**src/rtl/fp_pkg.sv**
```systemverilog
// rtl/fp_pkg.sv - shared state encoding and IEEE-754 single-precision field helpers
//
// Purpose : common types and field positions for the fp multiply scheduler.
// Contents: state_t (IDLE/ISSUE/WAIT/RESP), exponent/sign bit positions,
//           is_zero_exp() which flags zero and denormal operands.
package fp_pkg;

  typedef enum logic [1:0] {
    IDLE  = 2'd0,
    ISSUE = 2'd1,
    WAIT  = 2'd2,
    RESP  = 2'd3
  } state_t;

  localparam int EXP_MSB  = 30;
  localparam int EXP_LSB  = 23;
  localparam int SIGN_BIT = 31;

  // Zero and denormal operands both have an all-zero exponent field.
  function automatic logic is_zero_exp(input logic [31:0] x);
    return x[EXP_MSB:EXP_LSB] == '0;
  endfunction

endpackage

```
**src/rtl/rr_arbiter.sv**
```systemverilog
// rtl/rr_arbiter.sv - combinational round-robin arbiter
//
// Purpose : picks the first asserted request after last_grant, wrapping modulo N.
// Ports   : req        in  N     request vector
//           last_grant in  IDW   index granted most recently
//           en         in  1     when low, no grant is issued
//           grant      out N     one-hot grant (zero when none)
//           grant_idx  out IDW   index of the granted request
module rr_arbiter #(
  parameter  int N   = 4,
  localparam int IDW = $clog2(N)
) (
  input  logic [N-1:0]   req,
  input  logic [IDW-1:0] last_grant,
  input  logic           en,
  output logic [N-1:0]   grant,
  output logic [IDW-1:0] grant_idx
);

  logic           found;
  logic [IDW-1:0] idx;

  // Scan last_grant+1 .. last_grant+N so the previous winner has lowest priority.
  always_comb begin
    grant     = '0;
    grant_idx = '0;
    found     = 1'b0;
    idx       = '0;
    for (int k = 1; k <= N; k++) begin
      idx = IDW'((int'(last_grant) + k) % N);
      if (en && !found && req[idx]) begin
        found      = 1'b1;
        grant[idx] = 1'b1;
        grant_idx  = idx;
      end
    end
  end

endmodule

```
**src/rtl/fp_mul_sched.sv**
```systemverilog
// rtl/fp_mul_sched.sv - round-robin scheduler sharing one multi-cycle fp32 multiply engine
//
// Purpose : accepts operand pairs from NUM_REQ requesters, runs them one at a time
//           through an external start/done multiplier and returns id-tagged results.
//           Zero/denormal operands bypass the engine; a silent engine times out.
// Ports   : clk, rst (sync, active-high)
//           req_valid/req_ready/req_a/req_b  per-requester operand handshake
//           rsp_valid/rsp_ready/rsp_id/rsp_data/rsp_err  result handshake
//           eng_start/eng_a/eng_b/eng_done/eng_result    engine interface
//           busy  high whenever a transaction is outstanding
module fp_mul_sched
  import fp_pkg::*;
#(
  parameter  int NUM_REQ = 4,
  parameter  int TIMEOUT = 64,
  localparam int ID_W    = $clog2(NUM_REQ)
) (
  input  logic                  clk,
  input  logic                  rst,
  input  logic [NUM_REQ-1:0]    req_valid,
  output logic [NUM_REQ-1:0]    req_ready,
  input  logic [32*NUM_REQ-1:0] req_a,
  input  logic [32*NUM_REQ-1:0] req_b,
  output logic                  rsp_valid,
  input  logic                  rsp_ready,
  output logic [ID_W-1:0]       rsp_id,
  output logic [31:0]           rsp_data,
  output logic                  rsp_err,
  output logic                  eng_start,
  output logic [31:0]           eng_a,
  output logic [31:0]           eng_b,
  input  logic                  eng_done,
  input  logic [31:0]           eng_result,
  output logic                  busy
);

  localparam int CNT_W = $clog2(TIMEOUT) + 1;

  state_t            state_q, state_d;
  logic [ID_W-1:0]   last_grant_q, last_grant_d;
  logic [ID_W-1:0]   id_q, id_d;
  logic [31:0]       a_q, a_d, b_q, b_d;
  logic [31:0]       data_q, data_d;
  logic              err_q, err_d;
  logic [CNT_W-1:0]  cnt_q, cnt_d;

  logic [NUM_REQ-1:0] grant;
  logic [ID_W-1:0]    grant_idx;
  logic               accept;
  logic               bypass;
  logic [CNT_W-1:0]   cnt_inc;

  // Grants are only offered in IDLE and never while reset is held.
  rr_arbiter #(.N(NUM_REQ)) u_arb (
    .req        (req_valid),
    .last_grant (last_grant_q),
    .en         (state_q == IDLE && !rst),
    .grant      (grant),
    .grant_idx  (grant_idx)
  );

  assign accept  = |(grant & req_valid);
  assign bypass  = is_zero_exp(a_q) || is_zero_exp(b_q);
  assign cnt_inc = cnt_q + 1'b1;

  always_ff @(posedge clk) begin
    if (rst) begin
      state_q      <= IDLE;
      last_grant_q <= ID_W'(NUM_REQ - 1);
      id_q         <= '0;
      a_q          <= '0;
      b_q          <= '0;
      data_q       <= '0;
      err_q        <= 1'b0;
      cnt_q        <= '0;
    end else begin
      state_q      <= state_d;
      last_grant_q <= last_grant_d;
      id_q         <= id_d;
      a_q          <= a_d;
      b_q          <= b_d;
      data_q       <= data_d;
      err_q        <= err_d;
      cnt_q        <= cnt_d;
    end
  end

  always_comb begin
    state_d      = state_q;
    last_grant_d = last_grant_q;
    id_d         = id_q;
    a_d          = a_q;
    b_d          = b_q;
    data_d       = data_q;
    err_d        = err_q;
    cnt_d        = cnt_q;
    unique case (state_q)
      IDLE: begin
        if (accept) begin
          id_d    = grant_idx;
          a_d     = req_a[32*grant_idx +: 32];
          b_d     = req_b[32*grant_idx +: 32];
          state_d = ISSUE;
        end
      end
      ISSUE: begin
        if (bypass) begin
          data_d  = {a_q[SIGN_BIT] ^ b_q[SIGN_BIT], 31'b0};
          err_d   = 1'b0;
          state_d = RESP;
        end else begin
          cnt_d   = '0;
          state_d = WAIT;
        end
      end
      WAIT: begin
        cnt_d = cnt_inc;
        // The limit is tested on the incremented count so the error response
        // appears exactly TIMEOUT cycles after eng_start; done still wins a tie.
        if (eng_done) begin
          data_d  = eng_result;
          err_d   = 1'b0;
          state_d = RESP;
        end else if (cnt_inc == CNT_W'(TIMEOUT - 1)) begin
          data_d  = '0;
          err_d   = 1'b1;
          state_d = RESP;
        end
      end
      RESP: begin
        if (rsp_ready) begin
          last_grant_d = id_q;
          state_d      = IDLE;
        end
      end
      default: state_d = IDLE;
    endcase
  end

  always_comb begin
    req_ready = grant;
    rsp_valid = (state_q == RESP);
    eng_start = (state_q == ISSUE) && !bypass;
    busy      = (state_q != IDLE);
  end

  assign rsp_id   = id_q;
  assign rsp_data = data_q;
  assign rsp_err  = err_q;
  assign eng_a    = a_q;
  assign eng_b    = b_q;

endmodule

```
**config.mk**
```make
export PLATFORM = sky130hd
export DESIGN_NAME = fp_mul_sched
export DESIGN_NICKNAME = d
export VERILOG_FILES = /design/src/rtl/fp_pkg.sv /design/src/rtl/rr_arbiter.sv /design/src/rtl/fp_mul_sched.sv
export SDC_FILE = /design/constraint.sdc
export NUM_CORES = 1
export LEC_CHECK = 0
export ABC_AREA = 1
export BUFFER_PORTS_ARGS = -buffer_cell sky130_fd_sc_hd__buf_4
export CORE_MARGIN = 4
export CORE_UTILIZATION = 25
export DETAILED_ROUTE_END_ITERATION = 10
export PLACE_DENSITY = 0.61
export RECOVER_POWER = 100
export SYNTH_ARGS = -nofsm -noshare
export SYNTH_HDL_FRONTEND = slang
export SYNTH_HIERARCHICAL = 1
export SYNTH_SLANG_ARGS = --single-unit
```
**constraint.sdc**
```tcl
create_clock -name clk -period 6.7 [get_ports clk]
set_input_delay 0.335 -clock clk [delete_from_list [all_inputs] [get_ports clk]]
set_output_delay 0.335 -clock clk [all_outputs]
set_load 0.05 [all_outputs]
```
Yosys cells after proc, flatten, opt, wreduce, memory -nomap -nowiden

Cells that the tools add are included.

Equal/unequal tests: 9
Shift-type cells: 2
Reduce and logical (&&, ||, !) cells: 30
Bitwise gates (word level): 5
Order comparisons: 8
Multiplexer cells: 43
Add/sub/neg operators: 5

Operators by type and width:

| operator                                                    | count |
|---|---|
| variable part select 128 x 8 -> 32 bit                      | 2 |
| 2-to-1 mux 32 bit                                           | 3 |
| case mux 32 bit (2 select lines)                            | 1 |
| zero test 8 bit                                             | 2 |
| 2-to-1 mux 2 bit                                            | 8 |
| 2-to-1 mux 4 bit                                            | 4 |
| 2-to-1 mux 1 bit                                            | 15 |
| case mux 7 bit (2 select lines)                             | 1 |
| logical AND 1 bit                                           | 13 |
| less-than comparator 2 x 3 -> 1 bit (second input constant) | 4 |
| OR 4 bit                                                    | 3 |
| binary-select mux 1 bit (select 2 bit)                      | 4 |
| demux 1 bit (select 2 bit)                                  | 4 |
| >= comparator 2 x 1 -> 1 bit (second input constant)        | 4 |
| case mux 2 bit (4 select lines)                             | 1 |
| adder 7 x 1 -> 7 bit (second input constant)                | 1 |
| equality test 7 x 6 -> 1 bit (second input constant)        | 1 |
| 2-to-1 mux 7 bit                                            | 1 |
| inequality test 2 bit (second input constant)               | 3 |
| AND reduction 2 bit                                         | 3 |
| AND reduction 3 bit                                         | 2 |
| zero test 1 bit                                             | 5 |
| adder 2 x 1 -> 2 bit (second input constant)                | 2 |
| adder 2 bit (second input constant)                         | 2 |
| 11 further kinds                                            | 13 |

Flip-flop bits (word level): 110
Output and inout port bits: 106
Word-level logic and storage cells: 110

Longest topological paths before layout

Depth in word-level cells: 21
Mapped depth: 18
Gate-level depth less buffers: 18

Cells and area by module

Netlist, hierarchy kept.

By module, submodules not included:

| module       | area each (um^2) | cells an instance | times used | sequential area each (um^2) |
|---|---|---|---|---|
| fp_mul_sched | 6,271.0          | 1,000             | 1          | 2,202.1 |
| rr_arbiter   | 484.2            | 82                | 1          | 0.0 |

Worst setup path after synthesis

OpenSTA, ideal clock, no wires.

Path type: register to register
From: register last_grant_q[0]
To: register b_q[18], in the netlist eng_b[18]
Path buffers: 3
Period minus slack after synthesis: 3.268 ns
Library setup time: 0.137 ns
Setup slack: 3.432 ns
Arrival: 3.132 ns
Cell stages (with the launch flop): 18
Cell sequence: dfxtp_1 > inv_2 > ha_1 > inv_1 > nand3_2 > nand2_4 > nand2_2 > nor2_4 > buf_6 > nand3_1 > nand3_1 > nand2_1 > nand4_1 > nand2_1 > inv_1 > buf_2 > clkbuf_1 > a31oi_1

Word-level cells in the longest chain between the ends: 20
Elaborated cells on any way between the ends: 60

Ends and longest elaborated chain:

| what                                                                                         | line               | RTL |
|---|---|---|
| start, declared                                                                              | fp_mul_sched.sv:40 | `logic [ID_W-1:0] last_grant_q, last_grant_d;` |
| start signal, assigned                                                                       | fp_mul_sched.sv:69 | `last_grant_q <= ID_W'(NUM_REQ - 1);` |
| start signal, assigned                                                                       | fp_mul_sched.sv:78 | `last_grant_q <= last_grant_d;` |
| parallel branches: the longest is 16 deep, another holds less-than comparator 2 x 3 -> 1 bit | -                  |  |
| 2-to-1 mux 4 bit *                                                                           | rr_arbiter.sv:31   | `if (en && !found && req[idx]) begin` |
| net req_ready[3]                                                                             | fp_mul_sched.sv:21 | `output logic [NUM_REQ-1:0] req_ready,` |
| AND 4 bit *                                                                                  | fp_mul_sched.sv:62 | `assign accept = \|(grant & req_valid);` |
| OR reduction 4 bit *                                                                         | fp_mul_sched.sv:62 |  |
| AND reduction 2 bit (no line) *                                                              | -                  |  |
| end signal, assigned                                                                         | fp_mul_sched.sv:72 | `b_q <= '0;` |
| end signal, assigned                                                                         | fp_mul_sched.sv:81 | `b_q <= b_d;` |
| end, declared                                                                                | fp_mul_sched.sv:42 | `logic [31:0] a_q, a_d, b_q, b_d;` |

Mark *: on every way through the listed nets, which the timed path passes. The select of a mux whose other input is x is not followed.
A chain may end at the register's enable or synchronous reset.

Worst setup path in the final report

From: register last_grant_q[0]
To: register b_q[10], in the netlist eng_b[10]

Word-level cells in the longest chain between the ends: 20
Elaborated cells on any way between the ends: 60

Ends and longest elaborated chain:

| what |
|---|
| parallel branches: the longest is 20 deep, another holds adder 2 x 1 -> 2 bit |

Several ways; the timed one is not identified. The select of a mux whose other input is x is not followed.

==> metrics.csv <==
metric,value,unit
status,"finished, violations left",
violations,"capacitance limit, slew limit",
final_nets,1729,
setup_tns,0,ps
cp_cell_sequence,inv_1 > ha_1 > inv_1 > nand3_2 > nand2_1 > nand2_2 > nor2_1 > nand3_1 > nand3_1 > nand2_1 > nand4_1 > nand2_1 > clkinv_2 > buf_4 > o21ai_0 > a31oi_1,
ys_top_cells_by_count,"nor2_1 (312), o21ai_0 (198), nand2_1 (125)",
synth_fa_ha_area_share,2.41,%
stdcell_count,1760,
yosysTopAreaCell,dfxtp_1,
synth_compound_area_share,25.3,%
holdCritStartpoint,eng_done,
grt_first_pass_wirelength,41800,um
maxCapViolations,2,
yosysMostFrequentCell,nor2_1,
setup_viol,0,
wirelength,28400,um
grt_max_degree,70,
p_leak,4.34,nW
num_antenna_cells,0,
ir_worst_vdd,0.000211,V
cts-buffers-inserted,9,
routabilityCongestion,0.852,
drt_iter0_drc,460,
synth_ff_type,dfxtp_1,
synth_cells,1082,
clockBufferDepth,2,
die_w,172,um
grt_pass1_vias,8088,
ios,402,
cts_num_sinks,110,
crit_type,reg -> reg,
postCtsSetupRepairBufs,0,
cp_max_fo,67,
post-route-period-util,75.4,%
fmax,198,MHz
tritoncts,built,
grt.overflow.total,0,
rows,59,
root_buffer,clkbuf_16,
max_stage_delay,630,ps
drtAntennaViolNets,0,
clkLatencyLatePin,360,ps
cp-start-kind,flip-flop,
wire_per_inst,16.1,um
synth-simple-area-share,31.6,%
yosys-top-cells-area,"dfxtp_1 (33%), nor2_1 (17%), o21ai_0 (15%), nand2_1 (6.9%), a31oi_1 (4.5%)",
yosysSeqAreaShare,32.6,%
synth_top_family_by_area,simple AND/OR/NAND/NOR gates,
hpwl,21300,um
die-area,29700,um2
cts_hold_buf,0,
vias,8358,
antenna_found_initial,0,
crit_arrival,5330,ps
cp_data_required_time,6980,ps
synth-xor-area-share,0,%
hold_viol_final,0,
rsz0062_at_grt,no,
nFillCells,2929,
postCtsResizedCells,0,
cp-startpoint,last_grant_q[0]$_SDFFE_PP1P_,
slew_headroom,-78.8,%
reg2reg_from,last_grant_q[0]$_SDFFE_PP1P_,
worstMarginPinSlew,2680,ps
syn_nets,1391,
yosys_register_bits,110,
fp.dieH,172,um
endpoint_kind,flip-flop,
syn_area_per_cell,6.24,um2
power_per_cell_area,405,nW/um2
hp-class,in -> reg,
cts.clk_slew.worst_paths,70,ps
port_buffers,401,
cpMostUsedCell,nand2_1,
routed_via_density,4.75,
cpLargestDelayFamily,simple AND/OR/NAND/NOR gates,
cts_max_level,3,
hold_ws,289,ps
crit_buf_inv,4,
layout-drive-gt1-share,25.6,%
initial_core_util,25.6,%
dpl.cell_count,1744,
yosys.cell_types.count,28,
firstDrtPassIters,5,
core,26400,um2
synth-edff-count,0,
cp_slowest_cell,clkinv_2,
synth.area.mux_share,0,%
async_flop_share,0,%
min_period,5050,ps
yosysTopAreaCellShare,32.6,%
synth_area,6760,um2
fin_skew,12.6,ps
grtUsageTotal,17.6,%
report.final.slew_viol_count,107,
yosys_warnings,6,
drc,0,
area_delta_synth_final,44.7,%
-- layout make-up --
class | instances | area [um2] | area share (%)
flip-flops and latches | 110 | 2200 | 22.5
repair buffers | 410 | 2680 | 27.4
well taps | 335 | 419 | 4.29
inverters | 43 | 165 | 1.69
multi-input cells | 846 | 4020 | 41.1
clock inverters | 5 | 41.3 | 0.422
clock buffers | 11 | 253 | 2.59
-- metal layers --
metal  global-route usage, %  vias up  routed length (um)  part of all wire, %
met4                    4.78        0                 575                  2.0
met5                       0        -                   0                    0
li1                        -     4273                   -                    -
met2                    31.6      287               14300                   51
met3                    4.96       38                2270                  8.0
met1                    20.4     3760               11200                   39
-- metrics by stage --
step / worst slack [ps] / utilization [%] / area (um2) / total power [W]
after floorplan: 3430 / - / 6760 / 0.00287
after global placement: 2120 / 37.5 / 9900 / 0.00362
after detailed placement: 2090 / 37.5 / 9900 / 0.00364
after CTS: 2080 / 38.7 / 10200 / 0.00420
after global routing: 1050 / 37.1 / 9780 / 0.00428
final: 1650 / 37.1 / 9780 / 0.00396
-- power breakdown --
group	switching [W]	internal [W]
clock network	0.000265	0.000278
logic	0.00177	0.000648
registers	0.000131	0.000869
total	0.00216	0.00179
-- logic make-up after synthesis --
kind of cell,count (synthesis)
compound gates,310
flops,110
buf+inv,126
simple gates,523
fa+ha+maj,13
-- registers in the layout, indices dropped and copies added, names as in the netlist --
| signal | flops |
|---|---|
| rsp_err | 1 |
| state_q | 2 |
| eng_a | 32 |
| last_grant_q | 2 |
| cnt_q | 7 |
| rsp_id | 2 |
| eng_b | 32 |
| rsp_data | 32 |
-- placed cells by master, fill, tap and decap left out, types with 2 or more instances in the layout --
cell	count
clkbuf_1	106
nor2_2	2
ha_1	13
nand4_1	10
a21oi_1	25
a31oi_1	49
nand3_2	4
clkbuf_16	9
clkinv_1	4
inv_1	32
nand2_2	8
o21ai_0	198
inv_2	4
clkinv_2	3
dfxtp_1	110
o22ai_1	15
nand2_1	125
clkbuf_8	2
o21bai_1	2
a21oi_2	20
nor2_1	313
nand3_1	56
buf_4	304
-- final timing paths --
kind,endpoint,slack (ps),cells past startpoint
min reg2reg,rsp_err$_SDFFE_PP0P_,450,2
max,eng_b[10]$_SDFFE_PP0P_,1650,16
max reg2reg,eng_b[10]$_SDFFE_PP0P_,1650,16
min,rsp_err$_SDFFE_PP0P_,290,4
-- worst min-delay path, cell delays in order --
cell     delay (ps)
buf_4           100
o21ai_0          80
nand2_1          60
a21oi_1          30
(Power assumes the default switching activity.)
